### src/rtl/icache_pkg.sv
// Shared types and address helpers for the direct-mapped instruction cache.
// Latency: n/a (types and pure functions only).
// Backpressure: n/a.
package icache_pkg;

  typedef enum logic [1:0] {
    IDLE     = 2'd0,
    MISS_REQ = 2'd1,
    REFILL   = 2'd2
  } state_t;

  localparam int LINE_W    = 64;
  localparam int WORD_W    = 16;
  localparam int ADDR_W    = 16;
  localparam int OFFS_BITS = 3;

  // Halfword position of an instruction inside its 4-word line.
  function automatic logic [1:0] addr_word(input logic [ADDR_W-1:0] a);
    return a[2:1];
  endfunction

  // Line number (address with the byte offset stripped); callers slice index and tag from it.
  function automatic logic [ADDR_W-1:0] addr_line(input logic [ADDR_W-1:0] a);
    return a >> OFFS_BITS;
  endfunction

endpackage

### src/rtl/icache_line_array.sv
// Valid/tag/data flop storage for all cache lines, one read port and one write port.
// Latency: combinational read; write and clear take effect at the next clock edge.
// Backpressure: none; a write in the same cycle as clear-all lands valid.
module icache_line_array
  import icache_pkg::*;
#(
  parameter int IDX_BITS = 3,
  parameter int TAG_BITS = 13 - IDX_BITS
) (
  input  logic                clk,
  input  logic                rst_n,
  input  logic                clr_all_i,
  input  logic [IDX_BITS-1:0] rd_idx_i,
  output logic                rd_vld_o,
  output logic [TAG_BITS-1:0] rd_tag_o,
  output logic [LINE_W-1:0]   rd_dat_o,
  input  logic                wr_en_i,
  input  logic [IDX_BITS-1:0] wr_idx_i,
  input  logic [TAG_BITS-1:0] wr_tag_i,
  input  logic [LINE_W-1:0]   wr_dat_i
);

  localparam int NLINES = 1 << IDX_BITS;

  logic [NLINES-1:0]   valid_q;
  logic [NLINES-1:0]   valid_d;
  logic [TAG_BITS-1:0] tag_q  [NLINES];
  logic [LINE_W-1:0]   data_q [NLINES];

  // Clear-all is applied before the refill write so the new line survives.
  always_comb begin
    valid_d = clr_all_i ? '0 : valid_q;
    if (wr_en_i) valid_d[wr_idx_i] = 1'b1;
  end

  // Valid bits are the only reset state in the array.
  always_ff @(posedge clk or negedge rst_n) begin
    if (!rst_n) valid_q <= '0;
    else        valid_q <= valid_d;
  end

  // Tag and data are qualified by valid, so they need no reset.
  always_ff @(posedge clk) begin
    if (wr_en_i) begin
      tag_q[wr_idx_i]  <= wr_tag_i;
      data_q[wr_idx_i] <= wr_dat_i;
    end
  end

  assign rd_vld_o = valid_q[rd_idx_i];
  assign rd_tag_o = tag_q[rd_idx_i];
  assign rd_dat_o = data_q[rd_idx_i];

endmodule

### src/rtl/icache_fetch_ctrl.sv
// Direct-mapped read-only I-cache with line refill FSM; optional counters under ICACHE_STATS_EN.
// Latency: hit answered same cycle; miss costs 3 stall cycles plus memory wait cycles.
// Backpressure: fetch_stall holds the fetch PC during a miss; mem_re/mem_addr held until mem_rdy.
module icache_fetch_ctrl
  import icache_pkg::*;
#(
  parameter int IDX_BITS = 3
) (
  input  logic              clk,
  input  logic              rst_n,
  input  logic              fetch_req,
  input  logic [ADDR_W-1:0] fetch_addr,
  input  logic              inv_all,
  output logic [WORD_W-1:0] instr,
  output logic              instr_valid,
  output logic              fetch_stall,
  output logic              mem_re,
  output logic [ADDR_W-1:0] mem_addr,
  input  logic              mem_rdy,
  input  logic [LINE_W-1:0] mem_rd_data
`ifdef ICACHE_STATS_EN
  ,
  output logic [15:0]       hit_cnt,
  output logic [15:0]       miss_cnt
`endif
);

  // Tag width follows from the address split and is not a free parameter.
  localparam int TAG_BITS = ADDR_W - OFFS_BITS - IDX_BITS;

  state_t              state_q;
  logic [TAG_BITS-1:0] miss_tag_q;
  logic [IDX_BITS-1:0] miss_idx_q;
  logic [LINE_W-1:0]   line_q;
  logic                mem_re_q;
  logic [ADDR_W-1:0]   mem_addr_q;

  logic [IDX_BITS-1:0] idx;
  logic [TAG_BITS-1:0] tag;
  logic [1:0]          word;
  logic                rd_vld;
  logic [TAG_BITS-1:0] rd_tag;
  logic [LINE_W-1:0]   rd_dat;
  logic                hit;
  logic                in_idle;
  logic                unused_addr_bit0;

  assign idx  = IDX_BITS'(addr_line(fetch_addr));
  assign tag  = TAG_BITS'(addr_line(fetch_addr) >> IDX_BITS);
  assign word = addr_word(fetch_addr);
  // Instructions are halfword aligned; the byte-select bit carries no information.
  assign unused_addr_bit0 = fetch_addr[0];

  icache_line_array #(
    .IDX_BITS (IDX_BITS),
    .TAG_BITS (TAG_BITS)
  ) u_lines (
    .clk       (clk),
    .rst_n     (rst_n),
    .clr_all_i (inv_all),
    .rd_idx_i  (idx),
    .rd_vld_o  (rd_vld),
    .rd_tag_o  (rd_tag),
    .rd_dat_o  (rd_dat),
    .wr_en_i   (state_q == REFILL),
    .wr_idx_i  (miss_idx_q),
    .wr_tag_i  (miss_tag_q),
    .wr_dat_i  (line_q)
  );

  assign hit     = fetch_req & rd_vld & (rd_tag == tag);
  assign in_idle = (state_q == IDLE);

  // Hits are served combinationally only from IDLE; every other state stalls fetch.
  assign instr_valid = in_idle & hit;
  assign instr       = instr_valid ? rd_dat[word*WORD_W +: WORD_W] : '0;
  assign fetch_stall = in_idle ? (fetch_req & ~hit) : 1'b1;
  assign mem_re      = mem_re_q;
  assign mem_addr    = mem_addr_q;

  // Refill FSM: latch the missing line, hold the memory request until data returns, then install.
  always_ff @(posedge clk or negedge rst_n) begin
    if (!rst_n) begin
      state_q    <= IDLE;
      miss_tag_q <= '0;
      miss_idx_q <= '0;
      line_q     <= '0;
      mem_re_q   <= 1'b0;
      mem_addr_q <= '0;
    end else begin
      case (state_q)
        IDLE: begin
          if (fetch_req && !hit) begin
            miss_tag_q <= tag;
            miss_idx_q <= idx;
            mem_re_q   <= 1'b1;
            mem_addr_q <= {tag, idx, OFFS_BITS'(0)};
            state_q    <= MISS_REQ;
          end
        end
        MISS_REQ: begin
          if (mem_rdy) begin
            line_q   <= mem_rd_data;
            mem_re_q <= 1'b0;
            state_q  <= REFILL;
          end
        end
        REFILL:  state_q <= IDLE;
        default: state_q <= IDLE;
      endcase
    end
  end

`ifdef ICACHE_STATS_EN
  // Saturating hit/miss counters; invalidation leaves them untouched.
  always_ff @(posedge clk or negedge rst_n) begin
    if (!rst_n) begin
      hit_cnt  <= '0;
      miss_cnt <= '0;
    end else if (in_idle) begin
      if (hit && hit_cnt != 16'hFFFF)                    hit_cnt  <= hit_cnt + 16'd1;
      if (fetch_req && !hit && miss_cnt != 16'hFFFF)     miss_cnt <= miss_cnt + 16'd1;
    end
  end
`endif

endmodule

### config.mk
export PLATFORM = sky130hd
export DESIGN_NAME = icache_fetch_ctrl
export DESIGN_NICKNAME = d
export VERILOG_FILES = /design/src/rtl/icache_pkg.sv /design/src/rtl/icache_line_array.sv /design/src/rtl/icache_fetch_ctrl.sv
export SDC_FILE = /design/constraint.sdc
export NUM_CORES = 1
export LEC_CHECK = 0
export BUFFER_PORTS_ARGS = -buffer_cell sky130_fd_sc_hd__buf_4
export CORE_MARGIN = 4
export CORE_UTILIZATION = 61
export DETAILED_ROUTE_END_ITERATION = 6
export GPL_TIMING_DRIVEN = 0
export PLACE_DENSITY = 0.87
export SLEW_MARGIN = 15
export SYNTH_ARGS = -nofsm -noshare
export SYNTH_HDL_FRONTEND = slang
export SYNTH_SLANG_ARGS = --single-unit
### constraint.sdc
create_clock -name clk -period 9.5 [get_ports clk]
set_input_delay 2.85 -clock clk [delete_from_list [all_inputs] [get_ports clk]]
set_output_delay 2.85 -clock clk [all_outputs]
set_load 0.05 [all_outputs]
==> key figures, run 1 <==
Cells and area
  – Fillers: 2233
  – Nets: 1554
  – Final non-filler cell area: 0.0307 mm²
  – Share of post-route cells with drive strength above 1: 32.0%
  – Register cell area after layout: 0.0200 mm²
  – ANT cells: 0
  – Most common cell after layout, fill and taps aside: edfxtp_1
  – Footprint of the multi-input gates: 0.00577 mm²
  – Commonest cells after routing, fill and taps aside: edfxtp_1 (592), nand2_1 (198), mux4_2 (176)
  – Synth-to-layout area growth: 17.9%
  – Core Util, Final: 73.0%

Logic synthesis
  – Dominant synthesized flop cell: edfxtp_1
  – Post-synth top area share: 68.3%
  – Mean Syn Cell Area: 20.9 µm²
  – Yosys reg bits: 680
  – Area leader, netlist: edfxtp_1
  – Synth warn: 0
  – Yosys cell types: 34
  – Post-synth EDFFs: 592
  – Ys async rst share: 12.9%
  – Post-synthesis sequential area ratio: 76.8%
  – Synth Instances: 1243
  – Top cells by area, synth: edfxtp_1 (68%), mux4_2 (15%), dfrtp_1 (8.5%), nand2_1 (2.9%), mux2i_1 (1.4%)
  – Synthesized cell area: 0.0260 mm²

Placement
  – DPL Wire Length: 40100 µm
  – DP Worst Slack: 0.339 ns
  – Placer congestion estimate: 0.768
  – Area after DPL: 0.0283 mm²
  – Port Buf Inserts: 113

Timing
  – Fin Clk Skew: 0.0193 ns
  – Final setup violating endpoints: 0
  – Setup TNS: 0 ns
  – Final setup margin: 0.123 ns
  – Max Slew Vio Count: 0
  – Max frequency: 107 MHz
  – Worst-Margin Slew: 1.12 ns
  – Final period util: 98.7%
  – Crit path time final: 9.38 ns
  – Unrepaired setup endpoints after global routing: no
  – Slew margin rel.: 25.1%
  – Hold Fails Final Rpt: 0

Setup path
  – WP data arrival: 6.53 ns
  – CP Cell Sequence: buf_6, buf_12, buf_2, buf_1, clkbuf_1, mux4_2, mux4_2, mux2i_1, nor2_1, buf_4
  – CP endpoint kind: output port
  – Critical path fanouts, max: 10
  – Worst path slowest cell: clkbuf_1
  – Crit-path max cell delay: 0.73 ns
  – Most frequent CP cell: mux4_2
  – Buffers & Inverters on Critical Path: 6
  – Largest delay contributor family on the critical path: buffers and inverters
  – Worst EP required: 6.65 ns
  – Kind of critical path: input pin to output port
  – Startpoint Class: input pin

Global routing
  – Antenna violations before repair: 1
  – GRT overflow: 0
  – Vias in the first global route: 14128
  – GRT Total Usage: 29.6%
  – Wire length of the first global-routing pass: 98300 µm
  – Largest net degree at the start of global routing: 89

Floorplanning
  – Die W: 215 µm
  – Die Y: 215 µm
  – FP Rows: 75
  – Die ar.: 0.0460 mm²
  – Initial Util: 61.9%
  – Ports: 120
  – Core area: 0.0420 mm²

Drt
  – DRT iter0 DRCs: 1937
  – Avg WL per Cell: 32.5 µm
  – DR pass1 iterations: 5
  – Number of vias per cell: 6.70
  – Antenna Nets Post-Route: 0
  – # DRC: 0
  – Via Count: 13822
  – Final WL: 67000 µm

Clock tree
  – Clk buf depth: 3
  – Post-CTS resize count: 0
  – Clock transition at path regs: 0.06 ns
  – Total CTS buffers: 67
  – Postcts setup bufs: 0
  – Clock sinks: 680
  – Root buf cell: clkbuf_16
  – CTS tree: done
  – Hold buffer count at CTS: 0
  – Skew-Pair Late Insertion Delay: 0.59 ns
  – H-tree levels: 3

Pwr
  – Power per cell area: 261 mW/mm²
  – Worst VDD drop: 0.200 mV
  – Pleak: 10.9 nW
  – Total power: 8.00 mW

Run status
  – Status: completed

Job
  – Maxcap violations: 0

Hold path
  – Hold Crit Class: flop to flop
per-stage QoR:
stage	hold WS (ns)	std cells
floorplan	0.444	1245
global placement	0.455	1897
detailed placement	0.468	1939
CTS	0.485	2062
global route	0.515	2062
finish	0.486	2062
cell usage after synthesis (all sizes together), types with 3 or more instances:
master    n
a21o      9
buf      39
clkbuf   25
dfrtp    88
edfxtp  592
inv       3
mux2     14
mux2i    36
mux4    176
nand2   198
nand2b    3
nand3     5
nand3b    4
nor2     25
nor2b     3
xnor2     4
xor2      5
where the power goes:
group | switching [mW] | total [mW] | internal (mW)
clock network | 1.08 | 2.82 | 1.74
registers | 0.441 | 4.35 | 3.91
logic | 0.510 | 0.826 | 0.315
total | 2.03 | 8.00 | 5.96
worst paths after layout:
kind	from	to	slack [ns]	cells after the start
setup / recovery	fetch_addr[4]	instr[7]	0.12	10
hold / removal	u_lines.valid_q[4]	u_lines.valid_q[4]	0.49	1
setup reg to reg	u_lines.tag_q[5][4]	miss_tag_q[2]	6.61	8
hold reg to reg	u_lines.valid_q[4]	u_lines.valid_q[4]	0.49	1
max in group asynchronous	rst_n	line_q[11]	6.32	1
min in group asynchronous	rst_n	line_q[54]	2.34	1
registers in the layout (all words and copies together), names as in the netlist, 2 cells and up:
| register | count |
|---|---|
| miss_idx_q | 2 |
| state_q | 2 |
| u_lines.tag_q | 80 |
| u_lines.data_q | 512 |
| u_lines.valid_q | 8 |
| line_q | 64 |
| miss_tag_q | 10 |
kinds of logic after synthesis:
kind of cell	share of synthesized area (%)
AOI/OAI and AO/OA	0.476
and+or+nand+nor	3.79
other	0.0144
muxes	17.3
buffers and inverters	1.28
DFF	76.8
xor gates and xnor gates	0.303
final cells by class:
class | count | share of cell area [%]
plain buffers | 64 | 1.06
clock buffers | 98 | 6.52
clock inverters | 25 | 1.22
inverters | 3 | 0.0367
multi-input cells | 498 | 18.8
flip-flops and latches | 680 | 65.1
well taps | 539 | 2.20
repair buffers | 155 | 5.02
metal layers:
layer | vias up | global-route usage [%] | share of wire, %
li1 | 5426 | - | -
met1 | 7148 | 39.7 | 35
met2 | 1057 | 48.1 | 50
met3 | 189 | 7.67 | 11
met4 | 2 | 11.2 | 4.2
met5 | - | 0 | 0.027
Power figures use the tool's default switching activity.
==> inputs of run 2 (changes only) <==
--- a/config.mk
+++ b/config.mk
@@ -7,10 +7,11 @@
 export LEC_CHECK = 0
 export BUFFER_PORTS_ARGS = -buffer_cell sky130_fd_sc_hd__buf_4
 export CORE_MARGIN = 4
-export CORE_UTILIZATION = 61
+export CORE_UTILIZATION = 35
 export DETAILED_ROUTE_END_ITERATION = 6
 export GPL_TIMING_DRIVEN = 0
-export PLACE_DENSITY = 0.87
+export PLACE_DENSITY = 0.58
+export SKIP_CTS_REPAIR_TIMING = 1
 export SLEW_MARGIN = 15
 export SYNTH_ARGS = -nofsm -noshare
 export SYNTH_HDL_FRONTEND = slang
==> key figures, run 2 (synthesis gave the netlist of run 1 again) <==
Pwr
  – NetSw: 1.97 mW (was 2.03 mW)
  – Sw Ratio: 25.1% (was 25.4%)
  – Total power: 7.85 mW (was 8.00 mW)
  – Cell-internal power: 5.88 mW (was 5.96 mW)
  – Seq pwr share: 55.0% (was 54.4%)
  – Pleak: 10.9 nW (about the same)
  – Power per cell area: 252 mW/mm² (was 261 mW/mm²)
  – Worst VDD drop: 0.132 mV (was 0.200 mV)
  – Clock share of power: 34.8% (was 35.2%)
  – Comb pwr share: 10.2% (was 10.3%)

Cells and area
  – Share of post-route cells with drive strength above 1: 32.1% (was 32.0%)
  – Fillers: 6388 (was 2233)
  – Most flop-heavy register: u_lines.data_q (unchanged)
  – Max reg flops: 512 (unchanged)
  – Top flop regs: u_lines.data_q (512), u_lines.tag_q (80), line_q (64) (unchanged)
  – Most common cell after layout, fill and taps aside: edfxtp_1 (unchanged)
  – Finished Layout Cells: 2487 (was 2062)
  – Nets: 1560 (was 1554)
  – ANT cells: 0 (unchanged)
  – Final non-filler cell area: 0.0312 mm² (was 0.0307 mm²)
  – Commonest cells after routing, fill and taps aside: edfxtp_1 (592), nand2_1 (198), mux4_2 (176) (unchanged)
  – Synth-to-layout area growth: 19.8% (was 17.9%)

Timing
  – Max Slew Vio Count: 0 (unchanged)
  – Final period util: 97.1% (was 98.7%)
  – Max frequency: 108 MHz (was 107 MHz)
  – Slew margin rel.: 30.6% (was 25.1%)
  – Unrepaired setup endpoints after global routing: no (unchanged)
  – WHS: 0.479 ns (was 0.486 ns)
  – Hold Fails Final Rpt: 0 (unchanged)
  – Worst-Margin Slew: 1.04 ns (was 1.12 ns)
  – Fin Clk Skew: 0.0155 ns (was 0.0193 ns)
  – Crit path time final: 9.22 ns (was 9.38 ns)
  – Final setup violating endpoints: 0 (unchanged)

Placement
  – Area after DPL: 0.0289 mm² (was 0.0283 mm²)
  – Placed instance count: 2363 (was 1939)
  – Placer congestion estimate: 0.737 (was 0.768)
  – DPL Wire Length: 42200 µm (was 40100 µm)
  – Port Buf Inserts: 113 (unchanged)

Drt
  – Avg WL per Cell: 25.4 µm (was 32.5 µm)
  – DRT iter0 DRCs: 1005 (was 1937)
  – Via Count: 12716 (was 13822)
  – DR pass1 iterations: 5 (unchanged)
  – Antenna Nets Post-Route: 0 (unchanged)
  – # DRC: 0 (unchanged)
  – Final WL: 63100 µm (was 67000 µm)
  – Number of vias per cell: 5.11 (was 6.70)

Setup path
  – CP endpoint kind: output port (unchanged)
  – Kind of critical path: input pin to output port (unchanged)
  – Worst EP required: 6.65 ns (about the same)
  – Worst path slowest cell: buf_1 (was clkbuf_1)
  – Critical path fanouts, max: 10 (unchanged)
  – CP Cell Sequence: buf_6, buf_12, buf_2, clkbuf_1, buf_1, mux4_2, mux4_2, mux2i_1, nor2_1, buf_4 (was buf_6, buf_12, buf_2, buf_1, clkbuf_1, mux4_2, mux4_2, mux2i_1, nor2_1, buf_4)
  – Startpoint Class: input pin (unchanged)
  – Crit-path max cell delay: 0.80 ns (was 0.73 ns)
  – Most frequent CP cell: mux4_2 (unchanged)
  – WP data arrival: 6.37 ns (was 6.53 ns)

Clock tree
  – Clk buf depth: 3 (unchanged)
  – Total CTS buffers: 69 (was 67)
  – Root buf cell: clkbuf_16 (unchanged)
  – Clock transition at path regs: 0.06 ns (about the same)
  – Clock sinks: 680 (unchanged)
  – CTS tree: done (unchanged)
  – Skew-Pair Late Insertion Delay: 0.59 ns (about the same)
  – H-tree levels: 3 (unchanged)

Global routing
  – M1 GR Usage: 21.9% (was 39.7%)
  – M2 GR Usage: 27.3% (was 48.1%)
  – Layer with the highest usage: met2 (unchanged)
  – Met3 Usage GRT: 3.01% (was 7.67%)
  – Largest net degree at the start of global routing: 58 (was 89)
  – Wire length of the first global-routing pass: 92200 µm (was 98300 µm)
  – GRT overflow: 0 (unchanged)
  – GRT Total Usage: 16.2% (was 29.6%)
  – Antenna violations before repair: 0 (was 1)
  – Vias in the first global route: 13121 (was 14128)

Floorplanning
  – FP Rows: 99 (was 75)
  – Core area: 0.0733 mm² (was 0.0420 mm²)
  – Initial Util: 35.5% (was 61.9%)
  – Die W: 281 µm (was 215 µm)
  – Die ar.: 0.0788 mm² (was 0.0460 mm²)
  – Die Y: 281 µm (was 215 µm)
  – Ports: 120 (unchanged)

Hold path
  – Hold Crit Class: flop to flop (unchanged)

Job
  – Maxcap violations: 0 (unchanged)

Run status
  – Status: completed (unchanged)
## run 2: cell types whose count changed in the layout (fill, tap and decap cells not counted), sizes merged
cell / change
bufinv: -3
clkbuf: -4
clkinvlp: +3
clkinv: +5
buf: +4
## run 2: worst paths after layout
path                       slack, ns               endpoint          startpoint  cells past startpoint
min                             0.48     u_lines.valid_q[6]  u_lines.valid_q[6]                      1
min reg2reg                     0.48     u_lines.valid_q[6]  u_lines.valid_q[6]                      1
min in group asynchronous       2.16             line_q[32]               rst_n                      1
max reg2reg                     6.59  u_lines.data_q[0][54]          state_q[0]                      6
max in group asynchronous       6.61          miss_tag_q[7]               rst_n                      2
max                             0.28              instr[14]       fetch_addr[4]                     10
## run 2: through the flow
step | util [%] | TNS (ns) | worst slack, ns
after floorplan | - | 0 | 1.33
after global placement | 38.3 | -426.10 | -3.00
after detailed placement | 39.4 | 0 | 0.0862
after CTS | 42.5 | 0 | 0.0752
after global routing | 42.5 | 0 | 0.111
final | 42.5 | 0 | 0.277
## run 2: layout make-up
| cell class | count | area, µm² | area share (%) |
|---|---|---|---|
| repair buffers | 159 | 1590 | 5.09 |
| multi-input cells | 498 | 5770 | 18.5 |
| well taps | 959 | 1200 | 3.85 |
| clock inverters | 30 | 332 | 1.06 |
| clock buffers | 94 | 1980 | 6.34 |
| flip-flops and latches | 680 | 20000 | 64.1 |
| plain buffers | 64 | 325 | 1.04 |
| inverters | 3 | 11.3 | 0.0361 |
## run 2: power groups by stage
| stage | sequential (mW) | clock [mW] | combinational [mW] |
|---|---|---|---|
| after global placement | 4.36 | 0 | 0.762 |
| final | 4.32 | 2.73 | 0.801 |
| after detailed placement | 4.39 | 0 | 0.818 |
| after global routing | 4.38 | 2.94 | 0.869 |
| after CTS | 4.32 | 2.80 | 0.821 |
| after floorplan | 4.33 | 0 | 0.408 |
## run 2: critical path, delay by kind of cell
kind | cells | cell delay [ns]
buffers and inverters | 6 | 2.05
multiplexers | 3 | 1.35
AND/OR/NAND/NOR | 1 | 0.10
## run 2: layer usage
layer / wire length [µm] / vias up
li1: - / 5438
met1: 26500 / 6832
met2: 31500 / 372
met3: 3690 / 74
met4: 1310 / 0
met5: 0 / -
